<file path="config.mk">
export PLATFORM = sky130hd
export DESIGN_NAME = temp_sensor_reg_bank
export DESIGN_NICKNAME = d
export VERILOG_FILES = /design/src/rtl/temp_sensor_reg_bank.sv
export SDC_FILE = /design/constraint.sdc
export NUM_CORES = 1
export LEC_CHECK = 0
export CORE_AREA = 2 2 95 134
export CTS_CLUSTER_DIAMETER = 80
export DETAILED_ROUTE_END_ITERATION = 8
export DIE_AREA = 0 0 97 136
export PLACE_DENSITY = 0.7
export SETUP_SLACK_MARGIN = 0.1
export SLEW_MARGIN = 10
export SYNTH_ARGS = -nofsm -noshare
export SYNTH_HDL_FRONTEND = slang
export SYNTH_SLANG_ARGS = --single-unit
</file>
<file path="constraint.sdc">
create_clock -name clk -period 10.2 [get_ports clk]
set_input_delay 1.53 -clock clk [delete_from_list [all_inputs] [get_ports clk]]
set_output_delay 1.53 -clock clk [all_outputs]
set_load 0.005 [all_outputs]
</file>
<file path="src/rtl/temp_sensor_reg_bank.sv">
`default_nettype none
// ============================================================================
// Module      : temp_sensor_reg_bank
// Description : Temperature sensor register bank with debounced hi/lo alarms.
//               Optional MAX_TEMP tracking via TEMP_SENSOR_MAX_TRACK_EN.
// Revision    : 1.0
// ============================================================================
module temp_sensor_reg_bank #(
    parameter int DATA_W   = 16,
    parameter int DEBOUNCE = 3
) (
    input  logic              clk,
    input  logic              reset,
    input  logic              write,
    input  logic              read,
    input  logic [2:0]        address,
    input  logic [DATA_W-1:0] data_in,
    output logic [DATA_W-1:0] data_out,
    output logic              rd_valid,
    input  logic              sample_valid,
    input  logic [DATA_W-1:0] sample_data,
    output logic              alarm_irq
);

    localparam logic [2:0]        c_addr_ctrl    = 3'd0;
    localparam logic [2:0]        c_addr_temp    = 3'd1;
    localparam logic [2:0]        c_addr_hi_thr  = 3'd2;
    localparam logic [2:0]        c_addr_lo_thr  = 3'd3;
    localparam logic [2:0]        c_addr_status  = 3'd4;
    localparam logic [2:0]        c_addr_cnt     = 3'd5;
    localparam logic [2:0]        c_addr_max     = 3'd6;
    localparam logic [2:0]        c_addr_scratch = 3'd7;
    localparam logic [3:0]        c_debounce     = 4'(DEBOUNCE);
    localparam logic [DATA_W-1:0] c_hi_thr_rst   = {1'b0, {(DATA_W-1){1'b1}}};

    logic              r_enable;
    logic              r_irq_en;
    logic [DATA_W-1:0] r_temp;
    logic [DATA_W-1:0] r_hi_thr;
    logic [DATA_W-1:0] r_lo_thr;
    logic [2:0]        r_status;
    logic [DATA_W-1:0] r_sample_cnt;
    logic [DATA_W-1:0] r_scratch;
    logic [3:0]        r_hi_cnt;
    logic [3:0]        r_lo_cnt;
    logic              r_prev_accept;

    logic              w_accept;
    logic              w_above;
    logic              w_below;
    logic [3:0]        w_hi_cnt_nxt;
    logic [3:0]        w_lo_cnt_nxt;
    logic [2:0]        w_status_set;
    logic [2:0]        w_status_clr;
    logic [DATA_W-1:0] w_max_rd;
    logic [DATA_W-1:0] w_rd_data;

    assign w_accept = sample_valid & r_enable;
    assign w_above  = $signed(sample_data) > $signed(r_hi_thr);
    assign w_below  = $signed(sample_data) < $signed(r_lo_thr);

    // Counters saturate at DEBOUNCE; in-range samples restart the count.
    always_comb begin
        w_hi_cnt_nxt = r_hi_cnt;
        w_lo_cnt_nxt = r_lo_cnt;
        if (!r_enable) begin
            w_hi_cnt_nxt = '0;
            w_lo_cnt_nxt = '0;
        end else if (w_accept) begin
            if (w_above)
                w_hi_cnt_nxt = (r_hi_cnt == c_debounce) ? r_hi_cnt : r_hi_cnt + 4'd1;
            else
                w_hi_cnt_nxt = '0;
            if (w_below)
                w_lo_cnt_nxt = (r_lo_cnt == c_debounce) ? r_lo_cnt : r_lo_cnt + 4'd1;
            else
                w_lo_cnt_nxt = '0;
        end
    end

    always_comb begin
        w_status_set    = '0;
        w_status_set[0] = w_accept & w_above & (w_hi_cnt_nxt == c_debounce);
        w_status_set[1] = w_accept & w_below & (w_lo_cnt_nxt == c_debounce);
        w_status_set[2] = w_accept & r_prev_accept;
        w_status_clr    = (write && address == c_addr_status) ? data_in[2:0] : 3'b000;
    end

`ifdef TEMP_SENSOR_MAX_TRACK_EN
    localparam logic [DATA_W-1:0] c_most_neg = {1'b1, {(DATA_W-1){1'b0}}};
    logic [DATA_W-1:0] r_max_temp;
    logic [DATA_W-1:0] w_max_base;

    // A write re-arms tracking; a sample in the same cycle competes with the re-armed value.
    assign w_max_base = (write && address == c_addr_max) ? c_most_neg : r_max_temp;

    always_ff @(posedge clk or posedge reset) begin
        if (reset)
            r_max_temp <= '0;
        else if (w_accept && ($signed(sample_data) > $signed(w_max_base)))
            r_max_temp <= sample_data;
        else
            r_max_temp <= w_max_base;
    end

    assign w_max_rd = r_max_temp;
`else
    assign w_max_rd = '0;
`endif

    always_comb begin
        w_rd_data = '0;
        case (address)
            c_addr_ctrl:    w_rd_data = {{(DATA_W-2){1'b0}}, r_irq_en, r_enable};
            c_addr_temp:    w_rd_data = r_temp;
            c_addr_hi_thr:  w_rd_data = r_hi_thr;
            c_addr_lo_thr:  w_rd_data = r_lo_thr;
            c_addr_status:  w_rd_data = {{(DATA_W-3){1'b0}}, r_status};
            c_addr_cnt:     w_rd_data = r_sample_cnt;
            c_addr_max:     w_rd_data = w_max_rd;
            c_addr_scratch: w_rd_data = r_scratch;
            default:        w_rd_data = '0;
        endcase
    end

    always_ff @(posedge clk or posedge reset) begin
        if (reset) begin
            r_enable      <= 1'b0;
            r_irq_en      <= 1'b0;
            r_temp        <= '0;
            r_hi_thr      <= c_hi_thr_rst;
            r_lo_thr      <= '0;
            r_status      <= '0;
            r_sample_cnt  <= '0;
            r_scratch     <= '0;
            r_hi_cnt      <= '0;
            r_lo_cnt      <= '0;
            r_prev_accept <= 1'b0;
            data_out      <= '0;
            rd_valid      <= 1'b0;
        end else begin
            if (write) begin
                case (address)
                    c_addr_ctrl: begin
                        r_enable <= data_in[0];
                        r_irq_en <= data_in[1];
                    end
                    c_addr_hi_thr:  r_hi_thr  <= data_in;
                    c_addr_lo_thr:  r_lo_thr  <= data_in;
                    c_addr_scratch: r_scratch <= data_in;
                    default: ;
                endcase
            end
            if (w_accept) begin
                r_temp       <= sample_data;
                r_sample_cnt <= r_sample_cnt + 1'b1;
            end
            r_status      <= (r_status & ~w_status_clr) | w_status_set;
            r_hi_cnt      <= w_hi_cnt_nxt;
            r_lo_cnt      <= w_lo_cnt_nxt;
            r_prev_accept <= w_accept;
            if (read)
                data_out <= w_rd_data;
            rd_valid <= read;
        end
    end

    assign alarm_irq = r_irq_en & (|r_status);

endmodule
`default_nettype wire
</file>
==> flow_metrics.py <==
metrics = {
    "sta": {
        "hold_violations": 0,
        "post-route-period-util_pct": 41.8,
        "finalHoldWorstSlack_ns": 0.479,
        "rsz0062_at_grt": "false",
        "max-slew-margin-rel_pct": 24.7,
        "finalClockSkew_ns": 0.00561,
        "final_max_slew_viol_count": 0,
        "period_minus_slack_ns": 4.27,
        "setup_viol": 0,
        "fmax_mhz": 234,
        "tightest_slew_ns": 1.13,
        "fin_tns_setup_ns": 0,
    },
    "cts": {
        "cts_sinks": 111,
        "cts_inserted_buffers": 9,
        "h-tree-depth": 3,
        "clk_pin_slew_ns": 0.07,
        "cts-root-buf": "clkbuf_16",
        "cts_resized": 0,
        "cts_buffer_depth": 2,
        "cts_setup_buffers": 0,
        "holdBufCountCts": 0,
        "clk_latency_ns": 0.35,
        "cts_tree": "done",
    },
    "synth": {
        "synth_most_common_cell": "nand2_1",
        "netlist_area_um2": 5850,
        "syn_inst": 563,
        "synth_seq_cells": 111,
        "synth.distinct_cells": 51,
        "avgSynthCellArea_um2": 10.4,
        "yosysSeqAreaShare_pct": 47.8,
        "synth_top_area_cell": "dfrtp_1",
        "ys_async_sr_fraction_pct": 100,
        "synth_area_leaders": "dfrtp_1 41%, ha_1 7.3%, mux2_2 6.9%, dfstp_2 6.7%, nand2_1 6.2%",
        "synth_top_area_share_pct": 41.0,
        "synth_edf_count": 0,
        "yosys-top-cells-count": "97 x nand2_1, 96 x dfrtp_1, 40 x inv_1, 36 x mux2_2, 34 x ha_1",
        "synth_nets": 637,
        "ys.flop_type": "dfrtp_1",
        "ys_warn_count": 0,
    },
    "worst_hold_path": {
        "hp-class": "flip-flop to flip-flop",
        "min_from": "r_temp[14]$_DFFE_PP0P_",
        "worstHoldEndpoint": "r_temp[14]$_DFFE_PP0P_",
        "whs_path_depth": 2,
    },
    "global_routing": {
        "grt_max_degree": 80,
        "antenna_found_initial": 0,
        "grt_use_total_pct": 22.4,
        "grt_pass1_vias": 4560,
        "grt_overflow_total": 0,
        "grt_pass1_wl_um": 23200,
    },
    "power_and_ir_drop": {
        "ir_worst_vdd_v": 0.0000970,
        "power.net_switching_mw": 0.374,
        "combPwrFrac_pct": 24.1,
        "p_int_mw": 0.898,
        "leakage_nw": 3.07,
        "clkPwrFrac_pct": 28.5,
        "switching_share_pct": 29.4,
        "pwr-share-seq_pct": 47.4,
        "powerDensity_nw_per_um2": 185,
    },
    "cells_and_area": {
        "nNetsFinal": 688,
        "syn_to_final_growth_pct": 17.6,
        "drive_above_1_share_pct": 14.7,
        "stdcell_count": 769,
        "multiInputGateArea_um2": 2820,
        "fillers": 1030,
        "seq_area_um2": 2800,
        "final_util_pct": 57.0,
        "antenna_cells": 0,
    },
    "critical_path": {
        "critPathKind": "input pin to flip-flop",
        "reg2reg_depth": 7,
        "start_kind": "input pin",
        "end_kind": "flip-flop",
        "critPathMaxFanout": 22,
        "cp.required_ns": 10.43,
        "rrSetupSlack_ns": 7.12,
        "r2r_end": "r_sample_cnt[14]$_DFFE_PP0P_",
        "crit_start": "sample_valid",
        "cp.arrival_ns": 4.50,
        "rr_startpoint": "r_enable$_DFFE_PP0P_",
    },
    "placed_design": {
        "dp_cells": 753,
        "place_congestion": 0.833,
        "post-dp-hpwl_um": 9970,
        "io_buffers": 57,
    },
    "drt": {
        "avgRoutedWirePerCell_um": 18.5,
        "drt_iter0_markers": 189,
        "wl_um": 14200,
        "vias": 4401,
        "viasPerCell": 5.72,
        "drtPass1Iterations": 4,
        "drc": 0,
        "ant_nets": 0,
    },
    "die": {
        "io_pins": 58,
        "num_rows": 48,
        "die_h_um": 136,
        "die_area_um2": 13200,
        "start_util_pct": 48.5,
        "core_um2": 12100,
        "die_w_um": 97,
    },
    "outcome": {
        "outcome": "finished, final reports clean",
    },
    "job": {
        "max_cap_viol_count": 0,
    },
}
worst max-delay path, cell delays in order:
cell and delay [ns]:
clkdlybuf4s50_1 0.68, nand2_1 0.61, inv_1 0.80, and3_1 0.32, nand2_1 0.07, nor2_1 0.20, nand3_1 0.14, xnor2_1 0.14
power groups by stage:
stage | combinational (mW) | sequential [mW] | clock, mW
after floorplan | 0.208 | 0.588 | 0
after global placement | 0.292 | 0.605 | 0
after detailed placement | 0.304 | 0.610 | 0
after CTS | 0.309 | 0.602 | 0.366
after global routing | 0.343 | 0.614 | 0.384
final | 0.306 | 0.603 | 0.362
layer usage:
| metal | wire [µm] | vias to the layer above | GRT usage, % |
|---|---|---|---|
| met5 | 0 | - | 0 |
| met4 | 436 | 0 | 9.39 |
| met3 | 468 | 32 | 2.83 |
| met2 | 7510 | 110 | 41.2 |
| met1 | 5810 | 2187 | 26.5 |
| li1 | - | 2072 | - |
cells in the final DEF, fill, tap and decap left out, drive strengths merged, types with 4 or more instances in the layout:
cell and count:
xor2 5, nor2 24, clkdlybuf4s50 57, dfrtp 96, mux2 36, ha 34
mux2i 4, a22oi 13, a21o 7, and2 6, a21oi 30, nand4 8
dfstp 15, o22ai 4, inv 40, nand3 11, buf 7, clkbuf 13
o21ai 28, xnor2 12, and3 5, nor2b 8, nand2 97, nor3b 4
mux4 13, nor3 4
cell type report:
class,instances,share of cell area (%)
clock buffers,13,3.78
repair buffers,64,9.05
inverters,40,2.22
well taps,150,2.73
multi-input cells,388,41.0
flip-flops and latches,111,40.6
clock inverters,3,0.618
stage by stage:
stage	power (mW)	cell area, µm²	setup WS, ns
finish	1.27	6890	5.93
global placement	0.897	6580	5.72
CTS	1.28	6890	5.94
floorplan	0.796	5850	5.76
global route	1.34	6890	5.70
detailed placement	0.914	6580	5.61
state kept, by name, indices dropped and copies added, names as in the netlist:
signal and flops:
r_lo_cnt 4, r_scratch 16, r_lo_thr 16, r_hi_cnt 4
data_out 16, r_sample_cnt 16, r_prev_accept 1, r_status 3
r_enable 1, rd_valid 1, r_temp 16, r_hi_thr 16
r_irq_en 1
cell families after synthesis:
family                   Yosys count  share of synthesized area, %
AND/OR/NAND/NOR                  177                          13.8
flip-flops                       111                          47.8
AO/OA/AOI/OAI                    107                          11.8
buffers and inverters             64                          4.25
multiplexers                      53                          12.6
adder cells (fa/ha/maj)           34                          7.27
XOR/XNOR                          17                          2.54
how the worst max path moves through the flow:
stage                                   endpoint  slack, ns  depth (start not counted)
floorplan                data_out[0]$_DFFE_PP0P_       5.76                          1
global placement    r_sample_cnt[14]$_DFFE_PP0P_       5.72                          8
detailed placement  r_sample_cnt[14]$_DFFE_PP0P_       5.61                          8
CTS                 r_sample_cnt[14]$_DFFE_PP0P_       5.94                          8
global route         r_sample_cnt[7]$_DFFE_PP0P_       5.70                          7
finish              r_sample_cnt[14]$_DFFE_PP0P_       5.93                          8
(Power assumes the default switching activity.)
==> edit (config.mk and constraints unchanged) <==
One comparison of `r_hi_cnt` changes from == to >=.
--- a/src/rtl/temp_sensor_reg_bank.sv
+++ b/src/rtl/temp_sensor_reg_bank.sv
@@ -70,3 +70,3 @@
             if (w_above)
-                w_hi_cnt_nxt = (r_hi_cnt == c_debounce) ? r_hi_cnt : r_hi_cnt + 4'd1;
+                w_hi_cnt_nxt = (r_hi_cnt >= c_debounce) ? r_hi_cnt : r_hi_cnt + 4'd1;
             else
Behaviour: same outputs for any inputs over 4 cycles, from zero or initial values and one cycle with reset high; that may be too few to reach the edited logic, so the function may still have changed.
==> edit against the unedited design <==
- area after synthesis increased by 0.21%
- highest routed layer unchanged
- sequential cell count stayed put
- power up 0.44%
- design area decreased by 0.36%
- largest power group unchanged
- clock power down 2%
- worst setup slack improved by 330 ps
- routed wire length increased by 1.6%
- first-iteration DRC count grew 46%
- via count grew 1.4%
- sequential share of layout area up 0.15 points
==> edit: results (changes against the unedited design) <==
GR Util met1 27.2% (+0.71 points); adder-cell share of the synthesized area 7.25% (-0.016 points); clock buffers 9 (-4); critical-path maximum fanout 25 (+14%); Largest stage delay, worst path 610 ps (-190 ps); Peak VDD IR 0.0798 mV (-18%); seq pwr 0.608 mW (+0.8%); Via density 5.77 (+0.75%); Synth Area in XOR/XNOR 2.39% (-0.15 points); ClkCell Share 4.36% (-0.039 points); register area share after synthesis 47.7% (-0.10 points); Avg Inst Size Synth 10.3 sq um (-1.0%); wl on met1 5970 um (+2.7%); met2 Usage GRT 40.7% (-0.42 points); reg2reg end r_sample_cnt[15]; hold endpoint r_temp[6]; largest net degree at the start of global routing 69 (-14%); mux contribution to synthesized area 12.8% (+0.14 points); status finished clean; Multi-input gate area 0.00281 sq mm (-0.35%); startpoint of the worst hold path r_temp[6]; Pleak 3.03 nW (-1.2%); complex-gate fraction of the synthesized area 11.3% (-0.45 points); vias in the first global route 4,679 (+2.6%); Final nets 693 (+0.73%)
## edit: stage by stage
stage / cell area (sq um) / setup slack [ps] / hold WS (ps)
3_5_place_dp: 6560 / 5920 / 467
5_1_grt: 6860 / 6000 / 486
6_report: 6860 / 6260 / 485
4_1_cts: 6860 / 6290 / 484
3_3_place_gp: 6560 / 6020 / 463
2_1_floorplan: 5870 / 5760 / 441
## edit: how the worst max path moves through the flow
stage | start | endpoint | slack [ps] | cells past startpoint
final | sample_valid | r_sample_cnt[15] | 6260 | 7
after global routing | sample_valid | r_sample_cnt[15] | 6000 | 7
after CTS | sample_valid | r_sample_cnt[15] | 6290 | 7
after detailed placement | sample_valid | r_sample_cnt[15] | 5920 | 7
after global placement | sample_valid | r_sample_cnt[15] | 6020 | 7
after floorplan | reset | data_out[0] | 5760 | 1
## edit: tightest hold or removal path, delay by kind of cell, from the launching register on
family,cells,cell delay [ps]
and+or+nand+nor,2,110
DFF,1,340
